### src/rtl/hex_display_driver.sv
`default_nettype none
// ============================================================================
// Module   : hex_display_driver
// Brief    : Multi-digit active-low seven-segment driver; sequential
//            double-dabble for decimal, direct nibble mapping for hex.
// Revision : 1.0
// ============================================================================
module hex_display_driver #(
    parameter int VALUE_W = 16,
    parameter int DIGITS  = 6
) (
    input  logic                  clk_i,
    input  logic                  reset_i,
    input  logic                  load_i,
    input  logic [VALUE_W-1:0]    value_i,
    input  logic                  hex_mode_i,
    input  logic                  blank_lz_i,
    output logic                  busy_o,
    output logic                  done_o,
    output logic                  overflow_o,
    output logic [7*DIGITS-1:0]   hex_out_o
);

    localparam int CNT_W    = $clog2(VALUE_W + 1);
    // Upper bound on decimal digits of 2^VALUE_W-1 (0.302 > log10(2)).
    localparam int DEC_NEED = (VALUE_W * 302) / 1000 + 1;
    localparam int BCD_DIG  = (DIGITS + 1 > DEC_NEED) ? DIGITS + 1 : DEC_NEED;
    localparam int BCD_W    = 4 * BCD_DIG;
    localparam int PAD_W    = (VALUE_W > 4 * DIGITS) ? VALUE_W : 4 * DIGITS;

    localparam logic [6:0] SEG_BLANK = 7'h7F;
    localparam logic [6:0] SEG_DASH  = 7'h3F;

    typedef enum logic [1:0] {
        S_IDLE    = 2'd0,
        S_CONVERT = 2'd1,
        S_UPDATE  = 2'd2
    } state_t;

    state_t                state_q, state_d;
    logic [CNT_W-1:0]      cnt_q, cnt_d;
    logic [VALUE_W-1:0]    val_q, val_d;
    logic [BCD_W-1:0]      bcd_q, bcd_d;
    logic                  hex_q, hex_d;
    logic                  blank_q, blank_d;
    logic                  busy_q, busy_d;
    logic                  done_q, done_d;
    logic                  ovf_q, ovf_d;
    logic [7*DIGITS-1:0]   seg_q, seg_d;

    logic [BCD_W-1:0]      w_bcd_adj;
    logic [PAD_W-1:0]      w_val_pad;
    logic                  w_ovf;
    logic                  w_lz;
    logic [3:0]            w_nib;
    logic [7*DIGITS-1:0]   w_seg;

    function automatic logic [6:0] seg_font(input logic [3:0] n);
        logic [6:0] s;
        case (n)
            4'h0: s = 7'h40;
            4'h1: s = 7'h79;
            4'h2: s = 7'h24;
            4'h3: s = 7'h30;
            4'h4: s = 7'h19;
            4'h5: s = 7'h12;
            4'h6: s = 7'h02;
            4'h7: s = 7'h78;
            4'h8: s = 7'h00;
            4'h9: s = 7'h18;
            4'hA: s = 7'h08;
            4'hB: s = 7'h03;
            4'hC: s = 7'h46;
            4'hD: s = 7'h21;
            4'hE: s = 7'h06;
            default: s = 7'h0E;
        endcase
        return s;
    endfunction

    always_comb begin
        w_bcd_adj = bcd_q;
        for (int i = 0; i < BCD_DIG; i++) begin
            if (bcd_q[4*i +: 4] >= 4'd5) begin
                w_bcd_adj[4*i +: 4] = bcd_q[4*i +: 4] + 4'd3;
            end
        end
    end

    // Display image is built from the latched operands and the finished BCD.
    always_comb begin
        w_val_pad = PAD_W'(val_q);
        w_ovf     = hex_q ? |(w_val_pad >> (4 * DIGITS)) : |(bcd_q >> (4 * DIGITS));
        w_lz      = 1'b1;
        w_nib     = 4'd0;
        w_seg     = '1;
        for (int i = DIGITS - 1; i >= 0; i--) begin
            w_nib = hex_q ? w_val_pad[4*i +: 4] : bcd_q[4*i +: 4];
            if (w_nib != 4'd0) begin
                w_lz = 1'b0;
            end
            if (w_ovf) begin
                w_seg[7*i +: 7] = SEG_DASH;
            end else if (blank_q && w_lz && (i != 0)) begin
                w_seg[7*i +: 7] = SEG_BLANK;
            end else begin
                w_seg[7*i +: 7] = seg_font(w_nib);
            end
        end
    end

    always_comb begin
        state_d = state_q;
        cnt_d   = cnt_q;
        val_d   = val_q;
        bcd_d   = bcd_q;
        hex_d   = hex_q;
        blank_d = blank_q;
        done_d  = 1'b0;
        ovf_d   = ovf_q;
        seg_d   = seg_q;
        case (state_q)
            S_IDLE: begin
                if (load_i) begin
                    val_d   = value_i;
                    hex_d   = hex_mode_i;
                    blank_d = blank_lz_i;
                    bcd_d   = '0;
                    cnt_d   = CNT_W'(VALUE_W);
                    state_d = hex_mode_i ? S_UPDATE : S_CONVERT;
                end
            end
            S_CONVERT: begin
                bcd_d = (w_bcd_adj << 1) | BCD_W'(val_q[VALUE_W-1]);
                val_d = val_q << 1;
                cnt_d = cnt_q - CNT_W'(1);
                if (cnt_q == CNT_W'(1)) begin
                    state_d = S_UPDATE;
                end
            end
            S_UPDATE: begin
                seg_d   = w_seg;
                ovf_d   = w_ovf;
                done_d  = 1'b1;
                state_d = S_IDLE;
            end
            default: begin
                state_d = S_IDLE;
            end
        endcase
        busy_d = (state_d != S_IDLE);
    end

    always_ff @(posedge clk_i or posedge reset_i) begin
        if (reset_i) begin
            state_q <= S_IDLE;
            cnt_q   <= '0;
            val_q   <= '0;
            bcd_q   <= '0;
            hex_q   <= 1'b0;
            blank_q <= 1'b0;
            busy_q  <= 1'b0;
            done_q  <= 1'b0;
            ovf_q   <= 1'b0;
            seg_q   <= '1;
        end else begin
            state_q <= state_d;
            cnt_q   <= cnt_d;
            val_q   <= val_d;
            bcd_q   <= bcd_d;
            hex_q   <= hex_d;
            blank_q <= blank_d;
            busy_q  <= busy_d;
            done_q  <= done_d;
            ovf_q   <= ovf_d;
            seg_q   <= seg_d;
        end
    end

    assign busy_o     = busy_q;
    assign done_o     = done_q;
    assign overflow_o = ovf_q;
    assign hex_out_o  = seg_q;

endmodule
`default_nettype wire

### config.mk
export PLATFORM = sky130hd
export DESIGN_NAME = hex_display_driver
export DESIGN_NICKNAME = d
export VERILOG_FILES = /design/src/rtl/hex_display_driver.sv
export SDC_FILE = /design/constraint.sdc
export NUM_CORES = 1
export LEC_CHECK = 0
export ABC_AREA = 1
export BUFFER_PORTS_ARGS = -buffer_cell sky130_fd_sc_hd__buf_4
export CELL_PAD_IN_SITES_DETAIL_PLACEMENT = 1
export CELL_PAD_IN_SITES_GLOBAL_PLACEMENT = 1
export CORE_MARGIN = 3
export CORE_UTILIZATION = 44
export CTS_CLUSTER_SIZE = 10
export DETAILED_ROUTE_END_ITERATION = 10
export GPL_TIMING_DRIVEN = 0
export HOLD_SLACK_MARGIN = 0.1
export PLACE_DENSITY = 0.81
export SYNTH_ARGS = -nofsm -noshare
export SYNTH_HDL_FRONTEND = slang
export SYNTH_SLANG_ARGS = --single-unit
### constraint.sdc
create_clock -name clk_i -period 7.3 [get_ports clk_i]
set_clock_uncertainty 0.05 [all_clocks]
set_input_delay 0.365 -clock clk_i [delete_from_list [all_inputs] [get_ports clk_i]]
set_output_delay 0.365 -clock clk_i [all_outputs]
set_load 0.05 [all_outputs]
; ---- Yosys cells after proc, flatten, opt, wreduce, memory -nomap -nowiden
; Memory sizes are Yosys's and may differ from the RTL's.
; Cells that the tools add are included.
[word_totals]
reg_bits = 98
mem_bits_ro = 672
input_bits = 21
output_inout_bits = 45
n_memories = 6
[mem_list]
columns = name, words, width, rd, rd_clocked_by_memory_dff, wr, line_no
row1 = (no name shown), 16, 7, 1, 0, 0, 60  ; case (n)
row2 = (no name shown), 16, 7, 1, 0, 0, 60
row3 = (no name shown), 16, 7, 1, 0, 0, 60
row4 = (no name shown), 16, 7, 1, 0, 0, 60
row5 = (no name shown), 16, 7, 1, 0, 0, 60
row6 = (no name shown), 16, 7, 1, 0, 0, 60
[op_classes]
n_addsub = 8
magnitude_cmp = 7
eq_ne = 4
muxes = 41
bitwise_logic = 1
n_reduce_logical = 16
[ops]
columns = operator, n
row1 = 2-to-1 mux 7 bit, 11
row2 = case mux 28 bit (2 select lines), 1
row3 = 2-to-1 mux 4 bit, 12
row4 = case mux 16 bit (2 select lines), 1
row5 = ">= comparator 4 x 3 -> 1 bit, second input constant", 7
row6 = 2-to-1 mux 28 bit, 1
row7 = bitwise OR 28 x 1 -> 28 bit, 1
row8 = "adder 4 x 2 -> 4 bit, second input constant", 6
row9 = nonzero test 4 bit, 5
row10 = 2-to-1 mux 16 bit, 1
row11 = case mux 5 bit (2 select lines), 1
row12 = 2-to-1 mux 1 bit, 7
row13 = 2-to-1 mux 2 bit, 3
row14 = "equality test 5 x 1 -> 1 bit, second input constant", 1
row15 = logical AND 1 bit, 5
row16 = 2-to-1 mux 5 bit, 1
row17 = "subtractor 5 x 1 -> 5 bit, second input constant", 1
row18 = case mux 2 bit (2 select lines), 1
row19 = AND reduction 2 bit, 2
row20 = nonzero test 2 bit, 2
row21 = OR reduction 4 bit, 1
row22 = "adder 3 x 2 -> 3 bit, second input constant", 1
row23 = 2-to-1 mux 3 bit, 1
row24 = "equality test 2 x 1 -> 1 bit, second input constant", 1
row25 = other kinds (3), 3

; ---- Logic depth before layout (Yosys ltp)
; Gate-level depths: netlist of run 1.
[logic_depth]
word_depth = 10
ltp_mapped = 14

; ---- Worst setup path after synthesis of run 1
; No wires, ideal clock.
[synth_path]
path_type = register to register
start = register hex_q
end = register seg_q[33] (netlist: hex_out_o[33])
setup_ns = 0.080
arrival_ns = 1.930
setup_slack_ns = 5.239
stages_incl_launch_ff = 14
path_buffers = 2
period_less_slack_ns = 2.061
cell_sequence = dfrtp_1 > buf_6 > buf_4 > nor2_1 > inv_1 > ha_1 > nand2_1 > inv_1 > nand3_1 > nor2_4 > nor2_2 > nand2_1 > nor2_1 > a21oi_1
[synth_between]
elab_chain_cells = 7
word_cells_on_any_way = 11
classes_between = mux: 7 / reduce/logical: 3 / memory: 1
[synth_lines]
columns = item, line_no
row1 = from (decl), 44  ; logic hex_q, hex_d;
row2 = from (signal assigned), 160  ; hex_q <= 1'b0;
row3 = from (signal assigned), 171  ; hex_q <= hex_d;
row4 = "parallel branches: the longest is 6 deep, another holds memory read (16 x 7 bit)", --
row5 = 2-to-1 mux 7 bit (*), 102  ; if (w_ovf) begin
row6 = to (signal assigned), 176  ; seg_q <= seg_d;
row7 = to (decl), 49  ; logic [7*DIGITS-1:0] seg_q, seg_d;
; Mark *: on every way between the ends.
; A chain may end at the register's enable or synchronous reset.

; ---- Worst setup path after layout of run 1
; Same ends and word-level chain as after synthesis.

==> metrics, run 1 <==
r2r startpoint hex_q; Top Metal Used met4; cts repair resizes 0; Total GRT Usage 0.252; Die X 127 microns; n_diodes 0; Net Sw Frac 0.539; Filler Cells Inserted 1774; Clk Latency, worst-skew pair 0.36 ns; layout cells sized above 1 0.198; Final setup viols 0; Clock power frac 0.113; pin count of the biggest net entering global routing 55; Syn Std Cell Area 6430 sq um; CTS H-tree lvls 3; Max FO, Critical Path 10; Avg Inst Size Synth 7.69 sq um; Longest Clk Path Bufs 2; CP required 7.53 ns; period utilisation layout 0.345; RSZ-0062 raised after global routing no; post-route setup TNS 0 ns; Std-Cell Rows 43; area grow syn2layout 16.0%; Pwr Density 548 nW/um^2; ys async rst share 1.00; via count 5936; design area 7460 sq um; PortBufs 65; Hold Crit Depth 2; Mapped Cells 836; reg2reg path depth 13; Ports 66; wire length on met1 9.47 mm; DRC viols 0; DIE AREA 16100 sq um; initial antenna violation count 0; DRT antenna net count 0; most frequent cells in the layout nand2_1 (182), inv_1 (95), o21ai_0 (85), nor2_1 (84), nand3_1 (71); Post-synth top flop dfrtp_1; sequential share of the synthesized area 0.390; CP endpoint kind register; wire length per cell 17.8 microns; total setup buffers inserted after CTS 0; clock sink count 98; Die H 127 microns; grt ovf 0; r2r setup slk 4.78 ns; f_max 397 MHz; Pleak 3.58 nW; RR Endpoint hex_out_o[33]; Post-DP HPWL 15.0 mm; Int Power 0.00188 W; initial core utilization 0.456; Placed Area 7170 sq um; Psw 0.00221 W; largest cells by area after synthesis dfrtp_1 (22%), dfstp_2 (17%), nand2_1 (11%); outcome finished, final reports clean; number of global-route vias before repair 6288; Final Max Slew Viols 0; fin util 0.529; core area 14100 sq um; post-layout minimum cycle time 2.52 ns; Yosys top cell area share 0.218; worst-margin pin slew 0.700 ns; WP data arrival 2.76 ns; Clk pin slew, worst setup/hold paths 0.08 ns; Setup Slack @ Placement 4.82 ns; Logic pwr share 0.631; synthesis-stage register bit count 98; CTS tree built; crit path kind register to register; met3 wire len 699 microns; Reg area 2500 sq um; number of max-cap violations 0; HP Class input port to register; Root Buffer clkbuf_16; number of distinct library cells after synthesis 39; first-pass GRT wire length 32.9 mm; syn nets 903; Routed WL 19.6 mm; Worst Hold Launch hex_mode_i; First-pass DRT Iterations 4; Final Hold Fails 0; most common cell after layout, fill and taps aside nand2_1; element type at the critical path start register; Hold Path End state_q[0]; footprint of the multi-input gates 3390 sq um; Num CTS Buffers 9; nets 981; Max VDD drop 0.239 mV; Rel. slew slack 0.533; final RePlAce weighted congestion 0.885; WL met2 9.05 mm; final worst slack 4.78 ns; top cell type by total area after synthesis dfrtp_1; EDFF count, synth 0; drt via density 5.40; Synth Warn # 0; Initial DRC Count 343; Seq pwr share 0.256
==> kinds of logic (layout without fill, tap and decap cells) <==
logic type               count (synthesis)  count (layout)  synth area share
flip-flops                              98              98             0.390
AND/OR/NAND/NOR                        374             374             0.262
XOR/XNOR                                 5               5           0.00681
buffers and inverters                  126             209            0.0827
AO/OA/AOI/OAI                          187             187             0.170
adder cells (fa/ha/maj)                 46              46            0.0895
==> through the flow <==
step	hold slack, ns	std cells	power, W
4_1_cts	0.152	1099	0.00410
3_5_place_dp	0.410	1082	0.00362
2_1_floorplan	0.399	836	0.00288
6_report	0.157	1099	0.00409
5_1_grt	0.148	1099	0.00443
3_3_place_gp	0.407	1081	0.00349
==> registers in the layout (all words and copies together) (netlist names) <==
signal,cells
busy_o,1
val_q,16
done_o,1
cnt_q,5
bcd_q,28
overflow_o,1
hex_q,1
hex_out_o,42
blank_q,1
state_q,2
==> critical path, stage by stage (launching register included) <==
cell     delay, ns
dfrtp_1       0.47
buf_6         0.18
buf_4         0.19
nor2_1        0.26
inv_1         0.14
ha_1          0.24
nand2_1       0.15
inv_1         0.06
nand3_1       0.16
nor2_4        0.06
nor2_2        0.21
nand2_1       0.10
nor2_1        0.10
a21oi_1       0.07
==> power by group through the flow <==
| stage | clock network, W | logic [W] | registers (W) |
|---|---|---|---|
| finish | 0.000463 | 0.00258 | 0.00105 |
| global route | 0.000497 | 0.00285 | 0.00108 |
| CTS | 0.000473 | 0.00258 | 0.00104 |
| detailed placement | 0 | 0.00256 | 0.00106 |
| global placement | 0 | 0.00246 | 0.00104 |
| floorplan | 0 | 0.00144 | 0.00144 |
==> cells in the mapped netlist (all sizes together), types with 5 or more instances <==
cell,n
dfrtp,56
a22oi,11
nand2,193
o21ai,111
nor2,91
inv,99
o22ai,9
a31oi,14
clkbuf,11
xor2,5
ha,46
buf,14
a21oi,33
nand3,74
or2,5
dfstp,42
nand4,5
==> how the worst max path moves through the flow <==
stage	startpoint	to	slack, ns	cells after the start
6_report	hex_q	hex_out_o[33]	4.78	13
5_1_grt	hex_q	hex_out_o[33]	4.53	13
4_1_cts	hex_q	hex_out_o[33]	4.79	13
3_5_place_dp	hex_q	hex_out_o[33]	4.82	13
3_3_place_gp	reset_i	bcd_q[21]	3.11	2
2_1_floorplan	reset_i	bcd_q[0]	4.39	1
==> area by class of cell <==
class | instances | area share
clock inverter | 4 | 0.00386
multi-input combinational | 612 | 0.455
buffer | 25 | 0.0205
timing repair buffer | 67 | 0.0705
clock buffer | 12 | 0.0331
inverter | 101 | 0.0512
tap | 180 | 0.0302
sequential | 98 | 0.336
==> layer usage <==
layer,global-route usage,vias up
met4,0.0776,0
met5,0,-
met1,0.358,2887
met3,0.0320,23
li1,-,2916
met2,0.403,110
==> timing repair <==
action	CTS	global route
endpoints found under the hold margin	7	0
setup endpoints to repair	0	0
hold buffers	1	0
Power figures use the tool's default switching activity.
==> inputs of run 2 (changes only) <==
==> constraint.sdc (replaced) <==
create_clock -name clk_i -period 2.5 [get_ports clk_i]
set_clock_uncertainty 0.05 [all_clocks]
set_input_delay 0.125 -clock clk_i [delete_from_list [all_inputs] [get_ports clk_i]]
set_output_delay 0.125 -clock clk_i [all_outputs]
set_load 0.05 [all_outputs]
==> run 2 against run 1 <==
- count of clock-buffer cells in the layout down 1
- critical path depth unchanged
- combinational power rose to 2.9 times the previous value
- wire length up 2.7%
- fmax up 12%
- core utilization up 1.6 points
==> metrics, run 2 (synthesized netlist as in run 1, its figures left out) <==
wire length per cell 18.0 microns (+0.96%); Std-Cell Rows 43 (unchanged); Clock power frac 0.121 (+0.008); Num CTS Buffers 9 (unchanged); Psw 0.00648 W (+190%); most common cell after layout, fill and taps aside nand2_1; grt ovf 0 (unchanged); Cell Count, Final, Fillers Out 1118 (+1.7%); post-route setup TNS 0 ns (unchanged); Final Max Slew Viols 0 (unchanged); DRT antenna net count 0 (unchanged); Final Hold Fails 0 (unchanged); drt via density 5.42 (+0.39%); RR Endpoint hex_out_o[22]; reg2reg path depth 13 (unchanged); Pwr Density 1570 nW/um^2 (+190%); Longest Clk Path Bufs 2 (unchanged); area grow syn2layout 19.6%; Die H 127 microns (unchanged); Total GRT Usage 0.258 (+0.00548); Hold Path End state_q[1]; element type at the critical path start register; layout cells sized above 1 0.199 (+0.00132); overall power 0.0121 W (+200%); hold slack 0.215 ns (+0.0584 ns); Worst Hold Launch load_i; RSZ-0062 raised after global routing no; core area 14100 sq um (unchanged); f_max 443 MHz (+12%); Die X 127 microns (unchanged); Logic pwr share 0.626 (-0.005); Pleak 3.68 nW (+2.8%); Clk pin slew, worst setup/hold paths 0.07 ns (about the same); Int Power 0.00563 W (+200%); Ports 66 (unchanged); post-layout minimum cycle time 2.26 ns (-0.265 ns); Root Buffer clkbuf_16; CTS tree built; clock sink count 98 (unchanged); Routed WL 20.1 mm (+2.7%); r2r setup slk 0.24 ns (-4.54 ns); Max VDD drop 0.603 mV (+150%); worst-margin pin slew 0.676 ns (-0.0244 ns); total setup buffers inserted after CTS 0 (unchanged); initial core utilization 0.456 (unchanged); Seq pwr share 0.253 (-0.003); DRC viols 0 (unchanged); first-pass GRT wire length 33.3 mm (+1.2%); Max FO, Critical Path 10 (unchanged); Hold Crit Depth 3 (+1); Clk Latency, worst-skew pair 0.36 ns (about the same); nets 1000 (+1.9%); Rel. slew slack 0.549 (+0.0163); initial antenna violation count 0 (unchanged); Initial DRC Count 305 (-11%); Final setup viols 0 (unchanged); First-pass DRT Iterations 4 (unchanged); final RePlAce weighted congestion 0.893 (+0.86%); Post-DP HPWL 15.1 mm (+0.76%); PortBufs 65 (unchanged); most frequent cells in the layout nand2_1 (182), inv_1 (95), o21ai_0 (85), nor2_1 (82), nand3_1 (70); CP required 2.73 ns (-4.80 ns); Net Sw Frac 0.535 (-0.00430); pin count of the biggest net entering global routing 44 (-20%); via count 6062 (+2.1%); WP data arrival 2.49 ns (-0.27 ns); number of max-cap violations 0 (unchanged); placed cells 1083 (+0.092%); period utilisation layout 0.903 (+0.557); CTS H-tree lvls 3 (unchanged); number of flip-flops in the largest register 42 (unchanged); n_diodes 0 (unchanged); CP endpoint kind register; r2r startpoint hex_q; crit path kind register to register; outcome finished, final reports clean; HP Class input port to register; DIE AREA 16100 sq um (unchanged); number of global-route vias before repair 6432 (+2.3%)
## run 2: cell types whose count changed in the layout (fill, tap and decap cells not counted), moves of 2 or more
cell           previous run  this run
clkinv_2                  1         3
nor2_1                   84        82
dlygate4sd3_1             1        19
buf_12                    0         2
## run 2: worst max-delay path: stages, from the launching register on
cell and delay (ns):
dfrtp_1 0.45, buf_6 0.18, buf_4 0.19, nor2_2 0.19
inv_1 0.11, ha_1 0.22, nand2_1 0.14, inv_1 0.07
nand3_2 0.11, nor2_4 0.06, nand2_1 0.09, nand2_1 0.08
o21ai_1 0.17, nand2_1 0.07
## run 2: cell type report
type	count	area, sq um
clock inverters	5	53.8
inverters	101	383
multi-input cells	612	3410
well taps	180	225
plain buffers	25	153
flip-flops and latches	98	2500
fillers	1735	6410
clock buffers	11	243
repair buffers	86	718
## run 2: per-stage QoR
step / worst slack [ns] / area [sq um] / util
final: 0.243 / 7690 / 0.545
after global routing: 0.0558 / 7690 / 0.545
after CTS: 0.0495 / 7670 / 0.544
after detailed placement: 0.0800 / 7190 / 0.510
after global placement: 0.0991 / 7150 / 0.507
after floorplan: 0.439 / 6430 / -
## run 2: worst max path at each step
| stage | start | slack [ns] | end |
|---|---|---|---|
| final | hex_q | 0.24 | hex_out_o[22] |
| after global routing | hex_q | 0.06 | hex_out_o[22] |
| after CTS | hex_q | 0.05 | hex_out_o[33] |
| after detailed placement | hex_q | 0.08 | hex_out_o[33] |
| after global placement | hex_q | 0.1 | hex_out_o[33] |
| after floorplan | hex_q | 0.44 | hex_out_o[33] |
## run 2: power by group through the flow
stage / clock network [W] / registers, W / logic [W]
2_1_floorplan: 0 / 0.00421 / 0.00420
3_3_place_gp: 0 / 0.00302 / 0.00719
3_5_place_dp: 0 / 0.00309 / 0.00748
4_1_cts: 0.00147 / 0.00306 / 0.00755
5_1_grt: 0.00153 / 0.00317 / 0.00836
6_report: 0.00146 / 0.00307 / 0.00757
## run 2: routing by layer
layer | vias to the layer above | track usage | routed length [microns]
met5 | - | 0 | 0
met4 | 0 | 0.0839 | 362
met3 | 25 | 0.0299 | 667
met2 | 122 | 0.422 | 9460
met1 | 2969 | 0.357 | 9610
li1 | 2946 | - | -
## run 2: repair_timing
item | CTS | global route
hold buffers | 19 | 0
gates resized for setup | 0 | 4
hold endpoints to repair | 38 | 0
setup endpoints to repair | 0 | 9
==> inputs of run 3 (changes only) <==
--- a/config.mk
+++ b/config.mk
@@ -10,12 +10,12 @@
 export CELL_PAD_IN_SITES_DETAIL_PLACEMENT = 1
 export CELL_PAD_IN_SITES_GLOBAL_PLACEMENT = 1
 export CORE_MARGIN = 3
-export CORE_UTILIZATION = 44
+export CORE_UTILIZATION = 40
 export CTS_CLUSTER_SIZE = 10
 export DETAILED_ROUTE_END_ITERATION = 10
 export GPL_TIMING_DRIVEN = 0
 export HOLD_SLACK_MARGIN = 0.1
-export PLACE_DENSITY = 0.81
+export PLACE_DENSITY = 0.78
 export SYNTH_ARGS = -nofsm -noshare
 export SYNTH_HDL_FRONTEND = slang
 export SYNTH_SLANG_ARGS = --single-unit
==> constraint.sdc (replaced) <==
create_clock -name clk_i -period 1.96 [get_ports clk_i]
set_clock_uncertainty 0.05 [all_clocks]
set_input_delay 0.098 -clock clk_i [delete_from_list [all_inputs] [get_ports clk_i]]
set_output_delay 0.098 -clock clk_i [all_outputs]
set_load 0.05 [all_outputs]
==> run 3 against run 2 <==
- the flow now finishes with violations (negative setup slack)
- global-route usage shrank 2.5 points
- via count grew 3.0%
- sequential power grew 28%
- largest cell class unchanged
- highest routed layer unchanged
==> metrics, run 3 (synthesized netlist as in run 1, its figures left out) <==
outcome finished, violations left; failing checks negative setup slack; grt ovf 0 (unchanged); CP required 2.20 ns (-0.53 ns); Cell Count, Final, Fillers Out 1176 (+5.2%); Total GRT Usage 0.233 (-0.0250); number of global-route vias before repair 6296 (-2.1%); Initial DRC Count 377 (+24%); r2r setup slk -0.06 ns (-0.30 ns); DRT antenna net count 0 (unchanged); PortBufs 65 (unchanged); Num CTS Buffers 9 (unchanged); drt via density 5.31 (-2.1%); HP Class input port to register; Setup Slack @ Placement -0.374 ns (-0.454 ns); Post-DP HPWL 14.3 mm (-5.3%); Clk pin slew, worst setup/hold paths 0.08 ns (about the same); Max VDD drop 0.751 mV (+24%); initial core utilization 0.415 (-0.0409); period utilisation layout 1.03 (+0.126); crit path kind register to register; placed cells 1114 (+2.9%); Rel. slew slack 0.543 (-0.00618); Pleak 3.87 nW (+5.3%); CTS tree built; worst-margin pin slew 0.685 ns (+0.00927 ns); f_max 496 MHz (+12%); Max FO, Critical Path 10 (unchanged); Root Buffer clkbuf_16; core area 15500 sq um (+9.8%); fin util 0.541 (-0.00386); CTS H-tree lvls 3 (unchanged); wire length per cell 18.1 microns (+0.64%); Longest Clk Path Bufs 2 (unchanged); Clk Latency, worst-skew pair 0.36 ns (about the same); DRC viols 0 (unchanged); first-pass GRT wire length 33.1 mm (-0.58%); Ports 66 (unchanged); DIE AREA 17600 sq um (+9.5%); via count 6244 (+3.0%); Final Max Slew Viols 0 (unchanged); overall power 0.0171 W (+41%); number of max-cap violations 0 (unchanged); post-layout minimum cycle time 2.02 ns (-0.241 ns); nets 1027 (+2.7%); Pwr Density 2040 nW/um^2 (+30%); Filler Cells Inserted 1919 (+11%); Die X 133 microns (+4.7%); Std-Cell Rows 45 (+4.7%); Routed WL 21.3 mm (+5.9%); pin count of the biggest net entering global routing 43 (-2.3%); Final Hold Fails 0 (unchanged); most common cell after layout, fill and taps aside nand2_1; RSZ-0062 raised after global routing yes; Final setup viols 8 (+8); number of flip-flops in the largest register 42 (unchanged); WP data arrival 2.26 ns (-0.23 ns); final RePlAce weighted congestion 0.870 (-2.5%); area grow syn2layout 30.4%; most frequent cells in the layout nand2_1 (163), buf_4 (89), inv_1 (81), o21ai_0 (81), nor2_1 (72); First-pass DRT Iterations 5 (+1); Die H 133 microns (+4.7%); element type at the critical path start register; clock sink count 98 (unchanged); layout cells sized above 1 0.306 (+0.106); post-route setup TNS -0.186 ns (-0.186 ns); CP endpoint kind register; n_diodes 0 (unchanged); final worst slack -0.0560 ns (-0.299 ns); initial antenna violation count 0 (unchanged)
## run 3: where the power goes
part           switching, W  internal (W)
sequential         0.000700       0.00322
clock              0.000909       0.00102
combinational       0.00744       0.00382
## run 3: per-stage QoR
stage | area, sq um | hold slack [ns]
3_5_place_dp | 7240 | 0.139
3_3_place_gp | 7200 | 0.247
6_report | 8380 | 0.108
5_1_grt | 8380 | 0.120
2_1_floorplan | 6450 | 0.158
4_1_cts | 7990 | 0.204
## run 3: routing by layer
metal	track usage	routed length, microns	vias to the layer above
met2	0.377	10100	142
met5	0	0	-
met1	0.325	10000	3066
li1	-	-	3004
met3	0.0308	731	32
met4	0.0710	437	0
## run 3: critical path, cell delays in order, from the launching register on
cell and delay [ns]:
dfrtp_2 0.45, buf_4 0.16, buf_8 0.14, o21ai_4 0.23, inv_4 0.09, buf_4 0.14, ha_1 0.22, nand2_1 0.09
nand3_1 0.11, nand2_1 0.11, nor3_1 0.05, nor2_1 0.10
## run 3: area by class of cell
cell class,instances,area (sq um),area share
multi-input combinational,612,3770,0.449
inverter,101,389,0.0464
buffer,25,200,0.0239
tap,211,264,0.0315
clock inverter,7,81.3,0.00970
timing repair buffer,113,950,0.113
sequential,98,2510,0.299
clock buffer,9,225,0.0269
## run 3: what timing repair did
| action | 4_1_cts | 5_1_grt |
|---|---|---|
| gates resized for setup | 41 | 80 |
| setup buffers | 12 | 14 |
| hold buffers | 19 | 0 |
| cloned | 0 | 1 |
| endpoints found under the hold margin | 39 | 0 |
| setup endpoints to repair | 53 | 62 |
| pin swaps | 11 | 28 |
## run 3: worst paths after layout
path,startpoint,endpoint,depth (start not counted)
min,load_i,hex_q,3
max in group asynchronous,reset_i,hex_out_o[35],4
min reg2reg,hex_out_o[20],hex_out_o[20],2
max reg2reg,hex_q,hex_out_o[25],11
max,hex_q,hex_out_o[25],11
min in group asynchronous,reset_i,bcd_q[7],3
